[src/rtl/mips_pkg.sv]
// Shared MIPS datapath constants and types for the register file and its select logic.
package mips_pkg;

  localparam int unsigned DATA_W   = 32;
  localparam int unsigned ADDR_W   = 5;
  localparam int unsigned CNT_W    = 16;
  localparam int unsigned NUM_REGS = 32;

  typedef logic [ADDR_W-1:0] reg_idx_t;
  typedef logic [DATA_W-1:0] word_t;
  typedef logic [CNT_W-1:0]  cnt_t;

  localparam reg_idx_t REG_ZERO = 5'd0;
  localparam reg_idx_t REG_GP   = 5'd28;
  localparam reg_idx_t REG_SP   = 5'd29;
  localparam reg_idx_t REG_RA   = 5'd31;

endpackage

[src/rtl/reg_file_read_port.sv]
// One combinational read port: r0 forcing plus optional same-cycle write bypass.
// Bypass is built only when REGFILE_WRITE_BYPASS_EN is defined.
module reg_file_read_port
  import mips_pkg::*;
(
  input  reg_idx_t rd_addr,
  input  word_t    stored,
`ifdef REGFILE_WRITE_BYPASS_EN
  input  logic     byp_en,
  input  reg_idx_t wr_addr,
  input  word_t    wr_data,
`endif
  output word_t    rd_data
);

  always_comb begin
    rd_data = stored;
`ifdef REGFILE_WRITE_BYPASS_EN
    if (byp_en && (wr_addr == rd_addr)) begin
      rd_data = wr_data;
    end
`endif
    // r0 wins over bypass so it can never read nonzero
    if (rd_addr == REG_ZERO) begin
      rd_data = '0;
    end
  end

endmodule

[src/rtl/reg_file_32x32.sv]
// MIPS 32x32 register file: two combinational reads, one synchronous write, write counter.
// Optional same-cycle write-to-read bypass selected by REGFILE_WRITE_BYPASS_EN.
module reg_file_32x32
  import mips_pkg::*;
#(
  parameter word_t SP_RESET = 32'h0000_3FFC,
  parameter word_t GP_RESET = 32'h0000_1800
) (
  input  logic     clk,
  input  logic     rst,
  input  reg_idx_t rd_addr1,
  input  reg_idx_t rd_addr2,
  output word_t    rd_data1,
  output word_t    rd_data2,
  input  logic     wr_en,
  input  reg_idx_t wr_addr,
  input  word_t    wr_data,
  output cnt_t     wr_count
);

  word_t regs_q [NUM_REGS];
  word_t regs_d [NUM_REGS];
  cnt_t  cnt_q;
  cnt_t  cnt_d;

  // Writes to r0 are dropped and do not count
  always_comb begin
    regs_d = regs_q;
    cnt_d  = cnt_q;
    if (wr_en && (wr_addr != REG_ZERO)) begin
      regs_d[wr_addr] = wr_data;
      cnt_d           = cnt_q + CNT_W'(1);
    end
  end

  always_ff @(posedge clk or posedge rst) begin
    if (rst) begin
      for (int unsigned i = 0; i < NUM_REGS; i++) begin
        regs_q[i] <= '0;
      end
      regs_q[REG_GP] <= GP_RESET;
      regs_q[REG_SP] <= SP_RESET;
      cnt_q          <= '0;
    end else begin
      regs_q <= regs_d;
      cnt_q  <= cnt_d;
    end
  end

  assign wr_count = cnt_q;

`ifdef REGFILE_WRITE_BYPASS_EN
  // Suppress bypass during reset so reads show reset values
  logic byp_en;
  assign byp_en = wr_en & ~rst;
`endif

  reg_file_read_port u_rd_port1 (
    .rd_addr (rd_addr1),
    .stored  (regs_q[rd_addr1]),
`ifdef REGFILE_WRITE_BYPASS_EN
    .byp_en  (byp_en),
    .wr_addr (wr_addr),
    .wr_data (wr_data),
`endif
    .rd_data (rd_data1)
  );

  reg_file_read_port u_rd_port2 (
    .rd_addr (rd_addr2),
    .stored  (regs_q[rd_addr2]),
`ifdef REGFILE_WRITE_BYPASS_EN
    .byp_en  (byp_en),
    .wr_addr (wr_addr),
    .wr_data (wr_data),
`endif
    .rd_data (rd_data2)
  );

endmodule
[config.mk]
export PLATFORM = sky130hd
export DESIGN_NAME = reg_file_32x32
export DESIGN_NICKNAME = d
export VERILOG_FILES = /design/src/rtl/mips_pkg.sv /design/src/rtl/reg_file_read_port.sv /design/src/rtl/reg_file_32x32.sv
export SDC_FILE = /design/constraint.sdc
export NUM_CORES = 2
export LEC_CHECK = 0
export ABC_AREA = 0
export BUFFER_PORTS_ARGS = -buffer_cell sky130_fd_sc_hd__buf_2
export CORE_MARGIN = 4
export CORE_UTILIZATION = 50
export DETAILED_ROUTE_END_ITERATION = 16
export HOLD_SLACK_MARGIN = 0.08
export PLACE_DENSITY = 0.66
export SKIP_CTS_REPAIR_TIMING = 1
export SYNTH_ARGS = -nofsm -noshare
export SYNTH_HDL_FRONTEND = slang
export SYNTH_SLANG_ARGS = --single-unit
[constraint.sdc]
create_clock -name clk -period 36.5 [get_ports clk]
set_clock_uncertainty 0.05 [all_clocks]
set_input_delay 0 -clock clk [delete_from_list [all_inputs] [get_ports clk]]
set_output_delay 0 -clock clk [all_outputs]
set_load 0.01 [all_outputs]
## After elaboration in Yosys (flattened, before gate mapping)

Index checks and enable logic that the tools add are counted.

| storage, ports and cells | value |
|---|---|
| bits of input ports | 50 |
| register bits after elaboration | 1040 |
| output and inout bits | 80 |

| cells by class | value |
|---|---|
| muxes and demuxes | 11 |
| order comparisons | 4 |
| add/sub/neg operators | 1 |
| bitwise logic cells | 3 |
| reduce and logical (&&, ||, !) cells | 5 |

Operator list:

| kind | count |
|---|---|
| $bwmux 1024 | 1 |
| $bmux 32 s5 | 2 |
| $mux 32 | 7 |
| $demux 32 s5 | 1 |
| $ge 6x6->1 const B | 3 |
| $not 5->6 | 3 |
| $add 16x1->16 const B | 1 |
| $logic_not 5->1 | 2 |
| $lt 6x1->1 const B | 1 |
| $reduce_bool 5->1 | 1 |
| $logic_and 1x1->1 | 2 |

## Longest topological paths before layout

| logic depth | value |
|---|---|
| word-level depth | 6 |
| gate-level depth with buffers | 7 |
| depth with buffers taken out | 5 |

## Hierarchy

Synthesis repeated with hierarchy kept, for this count alone.

| unflattened totals | value |
|---|---|
| cell total of the unflattened synthesis | 4745 |
| area total of the unflattened synthesis | 56716.9 um2 |

By module, submodules not included:

| module | instances | area an instance (um2) | seq. area each (um2) | cells an instance |
|---|---|---|---|---|
| reg_file_32x32 | 1 | 56073.8 | 26042.5 | 4665 |
| reg_file_read_port | 2 | 321.6 | 0.0 | 40 |

## Least setup slack after synthesis

Ideal clock, no wire load.

| timing path | value |
|---|---|
| kind | register to register |
| start | register cnt_q[0] (netlist: wr_count[0]) |
| end | register cnt_q[14] (netlist: wr_count[14]) |
| cell stages (with the launch flop) | 6 |
| data required time | 36.325 ns |
| setup time | 0.125 ns |
| data arrival time | 1.694 ns |
| path slack | 34.631 ns |
| buffers on the path | 0 |
| cells stage by stage | dfrtp_1 > ha_1 > nand3_1 > a2111oi_1 > nand3_1 > xnor2_1 |

| on the way | value |
|---|---|
| word-level cells in the longest chain between the ends | 1 |

Ends and longest elaborated chain:

| what | line | RTL |
|---|---|---|
| from (decl) | reg_file_32x32.sv:23 | `cnt_t cnt_q;` |
| from (signal assigned) | reg_file_32x32.sv:46 | `cnt_q <= cnt_d;` |
| $add 16x1->16 | reg_file_32x32.sv:32 | `cnt_d = cnt_q + CNT_W'(1);` |

No other way between the ends.
A chain may end at the register's enable or synchronous reset.

## Worst setup path after layout

| timing path | value |
|---|---|
| start | input port rd_addr2[2] |
| end | output port rd_data2[2] |

| on the way | value |
|---|---|
| word-level cells in the longest chain between the ends | 5 |

Ends and longest elaborated chain:

| what | line | RTL |
|---|---|---|
| from (decl) | reg_file_32x32.sv:12 | `input reg_idx_t rd_addr2,` |
| $not 5->6 (implied by the code) | reg_file_32x32.sv:71 | `.stored (regs_q[rd_addr2]),` |
| $bmux 32 s5 | reg_file_32x32.sv:71 |  |
| $mux 32 (implied by the code) (2 in series) | reg_file_32x32.sv:71 |  |
| $mux 32 * | reg_file_read_port.sv:24 | `if (rd_addr == REG_ZERO) begin` |
| to (decl) | reg_file_32x32.sv:14 | `output word_t rd_data2,` |

Every way passes the cells marked *; elsewhere a longest branch is shown, timed or not. The select of a mux whose other input is x is not followed.

==> results.yml <==
outcome:
  status: "complete, no violations"
logic_synthesis:
  synthArstFlopShare_pct: 100
  synthXorXnorAreaFrac_pct: 0.239
  yosys.cell_count.top_type: "mux2_2"
  synth_top_family_by_area: "multiplexers"
  yosys-top-cells-area: "dfrtp_1 47%, mux2_2 22%, mux4_2 18%"
  synthFlopType: "dfrtp_1"
  netlist_area_mm2: 0.0549
  synth_common_cells: "1056 x mux2_2, 1026 x dfrtp_1, 448 x mux4_2, 232 x clkbuf_1, 143 x buf_2"
  netlist.area_leader.share_pct: 46.7
  ys_seq_area_share_pct: 47.4
  synth-edff-count: 0
  yosys.area.top_type: "dfrtp_1"
  synth-simple-area-share_pct: 1.80
  yosysWarningCount: 0
  synth_fp_nets: 3730
  synth.avg_cell_area_um2: 14.9
  syn_inst: 3679
  yosys.area_share.adder_pct: 0.0228
  ys_ff_latch: 1040
  synth_mux_area_share_pct: 42.4
  synth_compound_area_share_pct: 4.85
  ys_types: 40
route:
  antenna_left: 0
  wl_um: 167000
  wire_per_inst_um: 32.7
  vias_per_cell: 6.83
  vias: 35000
  dr.first_iter.drc_count: 3355
  route.detailed.drc: 0
  drt-pass1-iter-count: 5
global_route:
  antenna_found_initial: 8
  use_met1_pct: 40.2
  grt.busiest_layer: "met2"
  grt_pass1_wl_um: 249000
  grt_start_max_net_pins: 172
  grt_use_total_pct: 29.0
  grt_pass1_vias: 36100
  grt_use_met3_pct: 6.26
  grt_overflow: 0
  grt_use_met2_pct: 45.6
timing:
  worstMarginPinSlew_ns: 1.23
  fin_ws_ns: 32.60
  drv_slew: 0
  finalCritPeriodShare_pct: 10.7
  fin_crit_ns: 3.90
  max_slew_margin_pct: 17.9
  max_freq_ghz: 0.256
  totalNegativeSetupSlack_ns: 0
  finalHoldViolations: 0
  rsz0062_at_grt: "no"
  setup_viol: 0
clocking:
  cts_made_buffers: 116
  clk_latency_ns: 0.69
  clkSlewWorstSetupHoldPaths_ns: 0.06
  clock_path_buffers: 3
  cts_sinks: 1040
  htreeDepth: 3
  cts_tree: "built"
  root_buffer: "clkbuf_16"
placed_design:
  post-place-ws_ns: 32.62
  dpl.cell_count: 4871
  io_buffers: 129
  routabilityCongestion: 0.799
  place_area_mm2: 0.0565
  dp_hpwl_um: 93300
power_and_ir_drop:
  cellPowerDensity_mw_per_mm2: 55.8
  ir_worst_vdd_v: 0.0000375
  p_leak_uw: 0.0262
layout:
  seqCellArea_mm2: 0.0260
  fin_util_pct: 55.7
  stdcell_count: 5128
  fillers: 8749
  syn_to_final_growth_pct: 10.6
  num-nets-final: 3661
  final_area_mm2: 0.0608
  drive_gt1_share_pct: 52.9
  multi_input_area_mm2: 0.0273
setup_path:
  crit_arrival_ns: 3.85
  end_kind: "output pin"
  worstPathRequired_ns: 36.45
  worstPathMaxFanout: 70
  path_class: "input pin to output pin"
  cp-start-kind: "input pin"
floorplanning:
  ios: 130
  rows: 121
  initial_core_util_pct: 50.4
  die-area_mm2: 0.115
  die_w_um: 339
  die_y_um: 339
  coreArea_mm2: 0.109
flow_run:
  drv_cap: 0
hold_path:
  holdCritPathClass: "input pin to register"
==> critical path: stages <==
cell and delay (ns):
buf_8 0.48, buf_4 0.71, buf_4 0.88, mux2i_1 0.17, a221oi_1 0.30, o21ai_0 0.15
a311oi_1 0.84, buf_2 0.28
==> kinds of logic after synthesis <==
| logic type | Yosys count |
|---|---|
| flops | 1040 |
| simple gates | 185 |
| compound gates | 370 |
| xor+xnor | 15 |
| fa+ha+maj | 1 |
| mux | 1633 |
| buf+inv | 435 |
==> per-stage QoR <==
step                      total power (uW)  hold WS (ns)
after floorplan                       2030         0.102
after global placement                2180        0.0862
after detailed placement              2210         0.103
after CTS                             3400        -0.642
after global routing                  3540         0.136
final                                 3390         0.114
==> path summary, 6_finish.rpt <==
kind	startpoint	end	slack, ns	cells after the start
worst min register to register	regs_q[1021]	regs_q[1021]	0.35	0
min in group asynchronous	rst	wr_count[11]	0.49	4
worst max-delay path	rd_addr2[2]	rd_data2[2]	32.60	8
worst max register to register	wr_count[0]	wr_count[14]	34.29	5
worst min-delay path	wr_addr[4]	regs_q[344]	0.11	4
max in group asynchronous	rst	regs_q[785]	32.97	7
==> metal layers <==
layer	up-vias	share of wire, %	wire length, um
met4	2	3.7	6190
li1	14100	-	-
met2	1453	47	78400
met1	19100	41	69200
met3	341	8.2	13700
met5	-	0.0096	16
==> final cells by class <==
| type | instances | area share [%] |
|---|---|---|
| multi-input cells | 2204 | 44.9 |
| inverters | 6 | 0.0577 |
| clock inverters | 42 | 0.748 |
| flip-flops and latches | 1040 | 42.9 |
| repair buffers | 242 | 2.79 |
| clock buffers | 174 | 5.68 |
| well taps | 1414 | 2.91 |
| diodes | 6 | 0.0247 |
==> cells in the final DEF, fill, tap and decap left out, types with 9 or more instances in the layout <==
cell type,instances
clkbuf_16,118
dlygate4sd3_1,35
clkinv_2,22
nand2_1,39
clkbuf_8,29
mux2i_1,128
nor2b_1,64
buf_4,73
a22oi_1,64
a311oi_1,64
mux4_2,448
xnor2_1,9
buf_2,123
o21ai_1,9
a221oi_1,47
a211oi_1,64
o2111ai_1,17
o21ai_0,102
dfrtp_1,1026
dfstp_2,14
mux2_2,1056
nor2_4,14
clkbuf_1,27
==> where the power goes <==
part / switching (uW) / internal [uW] / leakage [uW]
registers: 163 / 1380 / 0.0133
logic: 262 / 396 / 0.0110
clock network: 488 / 707 / 0.00192
total: 913 / 2480 / 0.0262
==> registers in the layout, indices dropped and copies added, names as in the netlist <==
name	count
regs_q	1024
wr_count	16
Power figures use the tool's default switching activity.
